<file path="src/rtl/bios_boot_loader.sv">
// Boot-copy sequencer: copies COPY_LEN BIOS ROM words into instruction memory, then releases the CPU.
// Optional BOOT_HLT_STOP_EN: an accepted word with opcode bits [31:26] == 6'b011101 ends the copy early.
module bios_boot_loader #(
    parameter int          COPY_LEN  = 64,
    parameter logic [31:0] IMEM_BASE = 32'h0
) (
    input  logic        clk_auto,
    input  logic        rst_n,
    input  logic        start,
    output logic [31:0] bios_addr,
    input  logic [31:0] bios_data,
    output logic        imem_we,
    output logic [31:0] imem_addr,
    output logic [31:0] imem_wdata,
    input  logic        imem_ready,
    output logic        busy,
    output logic        done,
    output logic        cpu_reset_n,
    output logic [6:0]  words_copied
);

    typedef enum logic [2:0] {IDLE, FETCH, CAPTURE, WRITE, DONE} state_t;

    localparam logic [6:0] LAST_IDX = 7'(COPY_LEN - 1);

    state_t      state_q;
    logic [6:0]  idx_q;
    logic [31:0] bios_addr_q;
    logic        imem_we_q;
    logic [31:0] imem_addr_q;
    logic [31:0] imem_wdata_q;
    logic        busy_q;
    logic        done_q;
    logic        cpu_reset_n_q;
    logic [6:0]  words_copied_q;
    logic        last_word;

    // The word held in imem_wdata_q is the one being accepted, so the halt test looks there.
`ifdef BOOT_HLT_STOP_EN
    localparam logic [5:0] HLT_OP = 6'b011101;
    assign last_word = (idx_q == LAST_IDX) || (imem_wdata_q[31:26] == HLT_OP);
`else
    assign last_word = (idx_q == LAST_IDX);
`endif

    always_ff @(posedge clk_auto or negedge rst_n) begin
        if (!rst_n) begin
            state_q        <= IDLE;
            idx_q          <= '0;
            bios_addr_q    <= '0;
            imem_we_q      <= 1'b0;
            imem_addr_q    <= '0;
            imem_wdata_q   <= '0;
            busy_q         <= 1'b0;
            done_q         <= 1'b0;
            cpu_reset_n_q  <= 1'b0;
            words_copied_q <= '0;
        end else begin
            case (state_q)
                IDLE, DONE: begin
                    if (start) begin
                        idx_q          <= '0;
                        bios_addr_q    <= '0;
                        words_copied_q <= '0;
                        cpu_reset_n_q  <= 1'b0;
                        done_q         <= 1'b0;
                        busy_q         <= 1'b1;
                        state_q        <= FETCH;
                    end
                end
                FETCH: begin
                    state_q <= CAPTURE;
                end
                CAPTURE: begin
                    imem_wdata_q <= bios_data;
                    imem_addr_q  <= IMEM_BASE + {25'd0, idx_q};
                    imem_we_q    <= 1'b1;
                    state_q      <= WRITE;
                end
                WRITE: begin
                    if (imem_ready) begin
                        imem_we_q      <= 1'b0;
                        words_copied_q <= words_copied_q + 7'd1;
                        if (last_word) begin
                            busy_q        <= 1'b0;
                            done_q        <= 1'b1;
                            cpu_reset_n_q <= 1'b1;
                            state_q       <= DONE;
                        end else begin
                            idx_q       <= idx_q + 7'd1;
                            bios_addr_q <= {25'd0, idx_q + 7'd1};
                            state_q     <= FETCH;
                        end
                    end
                end
                default: begin
                    state_q <= IDLE;
                end
            endcase
        end
    end

    assign bios_addr    = bios_addr_q;
    assign imem_we      = imem_we_q;
    assign imem_addr    = imem_addr_q;
    assign imem_wdata   = imem_wdata_q;
    assign busy         = busy_q;
    assign done         = done_q;
    assign cpu_reset_n  = cpu_reset_n_q;
    assign words_copied = words_copied_q;

endmodule

</file>
<file path="config.mk">
export PLATFORM = sky130hd
export DESIGN_NAME = bios_boot_loader
export DESIGN_NICKNAME = d
export VERILOG_FILES = /design/src/rtl/bios_boot_loader.sv
export SDC_FILE = /design/constraint.sdc
export NUM_CORES = 1
export LEC_CHECK = 0
export ABC_AREA = 1
export CORE_MARGIN = 1
export CORE_UTILIZATION = 35
export DETAILED_ROUTE_END_ITERATION = 8
export PLACE_DENSITY = 0.77
export RECOVER_POWER = 100
export SYNTH_ARGS = -nofsm -noshare
export SYNTH_HDL_FRONTEND = slang
export SYNTH_SLANG_ARGS = --single-unit
</file>
<file path="constraint.sdc">
create_clock -name clk_auto -period 3.34 [get_ports clk_auto]
set_input_delay 0.668 -clock clk_auto [delete_from_list [all_inputs] [get_ports clk_auto]]
set_output_delay 0.668 -clock clk_auto [all_outputs]
set_load 0.005 [all_outputs]
</file>
==> results of run 1 <==
-- flip-flops by register name, summed over array words and instances (netlist names) --
name and cells:
state_q 3, words_copied 7, busy 1, imem_addr 7, cpu_reset_n 1, bios_addr 7
imem_we 1, imem_wdata 32
-- cell type report --
| cell class | count | area share |
|---|---|---|
| timing repair buffer | 93 | 0.235 |
| inverter | 15 | 0.0144 |
| clock buffer | 11 | 0.0336 |
| multi-input combinational | 204 | 0.292 |
| clock inverter | 5 | 0.0138 |
| sequential | 59 | 0.377 |
| tap | 105 | 0.0336 |
-- path summary, 6_finish.rpt --
check,from,to,cells after the start
min,imem_wdata[1],imem_wdata[1],1
max in group clk_auto,bios_addr[4],bios_addr[4],1
min in group asynchronous,rst_n,imem_wdata[3],1
max reg2reg,state_q[2],bios_addr[3],7
min reg2reg,imem_wdata[1],imem_wdata[1],1
max,rst_n,imem_we,2
-- kinds of logic (layout without fill, tap and decap cells) --
| logic type | after synthesis | count (layout) | share of synthesized area |
|---|---|---|---|
| buffers and inverters | 72 | 124 | 0.166 |
| DFF | 59 | 59 | 0.503 |
| and+or+nand+nor | 98 | 98 | 0.148 |
| muxes | 34 | 34 | 0.131 |
| AOI/OAI and AO/OA | 16 | 16 | 0.0303 |
| adders and majority gates | 2 | 2 | 0.00853 |
| xor gates and xnor gates | 4 | 4 | 0.0119 |
| other | 1 | 50 | 0.00128 |
-- cells in the final DEF, fill, tap and decap left out, drive strengths merged --
cell type,count
o21bai,2
conb,50
xor2,4
ha,2
a31oi,1
nand2,65
nand3,13
nor2,19
nor3b,1
clkinv,4
clkdlybuf4s50,33
mux2,34
clkbuf,13
dlygate4sd3,58
bufinv,1
dfrtp,59
a21oi,1
o21ai,11
a21boi,1
inv,15
-- metrics by stage --
stage                     worst slack (ps)  power [mW]   util  instances  hold slack (ps)
after floorplan                       2020        1.75      -        335              372
after CTS                             1300        2.97  0.480        492              286
final                                 1270        2.79  0.478        492              484
after detailed placement              1290        2.33  0.458        476              477
after global placement                1360        2.29  0.458        476              473
after global routing                   826        3.03  0.478        492              506
-- synthesized netlist by cell type, types with 3 or more instances --
cell | number | share of area
nand3_1 | 10 | 0.017
mux2_1 | 28 | 0.11
inv_1 | 13 | 0.017
dfrtp_1 | 59 | 0.50
buf_4 | 55 | 0.14
o21ai_0 | 9 | 0.015
nand2_1 | 62 | 0.079
nand2_2 | 3 | 0.0064
nor2_1 | 16 | 0.020
mux2_2 | 6 | 0.023
xor2_1 | 4 | 0.012
-- routing by layer --
metal  track usage  vias up
li1              -     1005
met1         0.172      982
met2         0.211      101
met3        0.0463        9
met4        0.0551        0
met5             0        -
-- power by group --
group | switching [mW] | internal, mW
logic | 0.464 | 0.595
clock network | 0.273 | 0.342
registers | 0.147 | 0.975
total | 0.883 | 1.91
==> metrics, run 1 <==
CP peak stage delay=860 ps; Max Cap Violations=0; Finished Cell Area=a little under 4000 µm²; Remaining DRCs=0; top_reg_cell synth=dfrtp_1; Resized Gates After CTS=0; initial antenna violation count=0; Post-CTS Setup Inserts=0; Worst-Skew Late Latency=330 ps; hpwl dp=4.13 mm; register area=1480 µm²; clock slew at the register clock pins of the worst setup and hold paths=around 70 ps; Worst Setup Start Kind=input pin; clock root buffer master=clkbuf_8; CP Data Required Time=between 3000 and 4000 ps; Yosys warnings=0; VDD IR max=283 µV; crit path kind=input pin to async pin; period utilization=0.621; fin nets=420; post-synthesis sequential area ratio=0.503; die area=8750 µm²; TritonCTS clock tree=yes; area grow syn2layout=33.4%; # setup viols final=0; Global Route Usage Sum=0.136; DRT iter0 DRCs=38; Crit. End Element=async pin; Met1 Wirelength=2.38 mm; Mapped Cells=286; power per cell area=715 nW/µm²; Inserted Diodes=0; DR WL met2=2.59 mm; worst hold path type=register to register; Worst Path Buf+Inv=2; core area=8180 µm²; drt pass-1 iters=4; ANT nets after route=0; RSZ-0062 raised after global routing=no; post-placement cell area=about 3700 µm²; count of hold-fix buffers inserted at cts=0; vias per std cell=4.26; routed wl met3=511 µm; vias in the first global route=1891; slowest cell on the critical path=clkbuf_2; I/O pin cnt=143; first-pass GRT wire length=8.91 mm; post-synthesis cell type count=26; largest fanout on the critical path=37; ratio of cells with drive above 1 in the final layout=0.0698; crit path DAT=2400 ps; post-DR wirelength/cell=11.3 µm; status=finished, final reports clean; Chip Height=slightly above 90 µm; Top Metal Used=met4; fillcell total=752; grt ovf=0; I/O Buffers=92; # rows=33; Setup TNS=0 ps; DRT Wirelength=5.56 mm; Initial Util=0.359; Multi-input gate area=1140 µm²; crit path time final=2070 ps; Post-synth EDFFs=0; Mapped Area=2930 µm²; Fin. Hold Viols=0; LEAKAGE=1.89 nW; Slew @ Worst Pin=between 1000 and 1500 ps; Async SR Flop Fraction=1.00; GPL Wtd Cong=0.765; register-to-register setup slack=1550 ps; post-synthesis register bit count=slightly below 60; vias=2097; worst slew margin relative to its limit=0.229; max-slew violations=0; clk buf depth=2; clock skew=7.59 ps; largest net degree at the start of global routing=47; CP top delay family=buffers and inverters; Max Fclk=roughly 0.48 GHz; Die X=93.5 µm; # clock sinks=59; Post-Synthesis Mean Instance Area=10.3 µm²; CTS HTree Levels=3; critical path cell sequence=clkbuf_1 -> clkbuf_2; Num CTS Buffers=9
Power figures use the tool's default switching activity.
==> run 2, diff against run 1 <==
- clock period: 3.34 -> 2.05 ns (I/O delays scaled with it)
==> run 2 against run 1 <==
  * Cell count down 0.20%
  * Clock power up 54%
  * Sequential share of layout area up 0.097 points
  * Sequential cell count unchanged
  * Non-clock buffer count unchanged
  * Combinational power up 62%
  * Power up 61%
  * First-iteration DRC count up 2.6%
==> metrics, run 2 (same netlist as run 1, synthesis figures left out) <==
status=finished, final reports clean; # rows=33 (unchanged); clk buf depth=2 (unchanged); Initial Util=0.359 (unchanged); Global Route Usage Sum=0.135 (-0.000989); crit path DAT=1410 ps (-990 ps); clock skew=10.9 ps (+3.32 ps); initial antenna violation count=0 (unchanged); clock network fraction of total power=0.211 (-0.009); met1 usage=0.152 (-0.0200); fillcell total=741 (-1.5%); Worst Path Buf+Inv=1 (-1); max-slew violations=0 (unchanged); Max Cap Violations=0 (unchanged); I/O pin cnt=143 (unchanged); Fin. Hold Viols=0 (unchanged); drt pass-1 iters=4 (unchanged); FF-to-FF path depth=7 (unchanged); crit path kind=register to output pin; Crit path depth=1 (-1); ANT nets after route=0 (unchanged); setup ws final=226 ps (-1040 ps); VDD IR max=419 µV (+48%); LEAKAGE=1.89 nW (about the same); switching power=1.42 mW (+60%); CP top delay family=buffers and inverters; vias in the first global route=1969 (+4.1%); worst hold path type=register to register; Worst Setup Start Kind=register; Worst-Skew Late Latency=340 ps (about the same); post-placement cell area=3750 µm² (+0.33%); RSZ-0062 raised after global routing=no; largest fanout on the critical path=6 (-84%); I/O Buffers=92 (unchanged); clock root buffer master=clkbuf_8; die area=8750 µm² (unchanged); commonest non-fill, non-tap cell in the layout=nand2_1; clock slew at the register clock pins of the worst setup and hold paths=60 ps (about the same); CP endpoint=bios_addr[5]; Crit. End Element=output pin; largest net degree at the start of global routing=60 (+28%); hpwl dp=4.13 mm (about the same); CTS HTree Levels=3 (unchanged); Power Total=4.50 mW (+61%); Post-CTS Setup Inserts=0 (unchanged); Fin Hold WS=481 ps (-3.21 ps); worst slew margin relative to its limit=0.0525 (-0.177); critical path cell sequence=dlygate4sd3_1; ratio of cells with drive above 1 in the final layout=0.0751 (+0.00536); Max Fclk=0.548 GHz; grt ovf=0 (unchanged); Setup TNS=0 ps (unchanged); register area=1480 µm² (unchanged); register-to-register setup slack=280 ps (-1270 ps); capture point of the worst reg-to-reg path=bios_addr[3]; Inserted Diodes=0 (unchanged); Chip Height=93.5 µm (unchanged); most frequent cells in the layout=nand2_1, dfrtp_1, dlygate4sd3_1; period utilization=0.890; Setup WS pre-CTS=295 ps (-997 ps); Num CTS Buffers=9 (unchanged); crit path time final=between 1500 and 2000 ps; max reg flops=32 (unchanged); met3 Resource Use GR=0.0577 (+0.0114); Slew @ Worst Pin=1420 ps (+265 ps); GRT busiest layer=met2; # clock sinks=59 (unchanged); Finished Cell Area=3900 µm² (-0.26%); slowest cell on the critical path=dlygate4sd3_1; fin nets=420 (unchanged); worst r2r src=state_q[1]; power per cell area=1150 nW/µm² (+61%); CP Data Required Time=1640 ps (-2030 ps); DRT iter0 DRCs=39 (+2.6%); Switching Share=0.315 (-0.00116); routing usage on met2=0.227 (+0.0159); first-pass GRT wire length=8.96 mm (+0.55%); Gate power share=0.383 (+0.004); area grow syn2layout=33.0%; Resized Gates After CTS=0 (unchanged); count of hold-fix buffers inserted at cts=0 (unchanged); Multi-input gate area=1140 µm² (-0.44%); Sequential Power Share=0.406 (+0.005); GPL Wtd Cong=0.835 (+9.2%); Remaining DRCs=0 (unchanged); Die X=93.5 µm (unchanged); TritonCTS clock tree=yes; vias per std cell=4.26 (about the same); # setup viols final=0 (unchanged); post-DR wirelength/cell=11.4 µm (+0.69%); DRT Wirelength=5.58 mm (+0.49%); crit path from=bios_addr[5]; vias=2094 (-0.14%); Int Power=3.08 mW (+61%); core area=8180 µm² (unchanged); CP peak stage delay=620 ps (-240 ps)
==> run 2: worst min path at each step <==
stage,end,slack (ps),startpoint,cells past startpoint
after CTS,imem_wdata[5],80,rst_n,2
after detailed placement,imem_wdata[3],440,rst_n,2
after floorplan,bios_addr[0],110,rst_n,0
after global placement,imem_wdata[1],440,rst_n,2
after global routing,imem_wdata[14],500,imem_wdata[14],1
final,imem_wdata[25],480,imem_wdata[25],1
==> run 2: per-layer routing <==
layer | wire length [µm] | vias up
li1 | - | 1010
met1 | 2310 | 964
met2 | 2600 | 111
met3 | 584 | 9
met4 | 91 | 0
met5 | 0 | -
==> run 2: layout make-up <==
type	instances	share of cell area
Clock inverter	2	0.00257
Multi-Input combinational cell	204	0.292
Tap cell	105	0.0337
Clock buffer	13	0.0433
Timing Repair Buffer	93	0.236
Sequential cell	59	0.378
Inverter	15	0.0144
==> run 2: stage by stage <==
stage          std cells  utilization
3_3_place_gp         476        0.459
3_5_place_dp         476        0.459
6_report             491        0.477
5_1_grt              491        0.477
2_1_floorplan        335            -
4_1_cts              491        0.481
==> run 2: worst register-to-register path, cell delays in order, from the launching register on <==
cell and delay (ps):
dfrtp_1 480, nand2_1 130, nor2_1 300, nand2_2 140, nand3_1 330, nor2_1 150, nand2_1 80, nand2_1 50
==> run 2: power groups by stage <==
stage | registers, mW | logic [mW] | clock network (mW)
6_report | 1.83 | 1.72 | 0.949
2_1_floorplan | 1.88 | 0.975 | 0
3_3_place_gp | 1.85 | 1.89 | 0
4_1_cts | 1.85 | 1.94 | 0.985
3_5_place_dp | 1.88 | 1.93 | 0
5_1_grt | 1.89 | 1.92 | 1.04
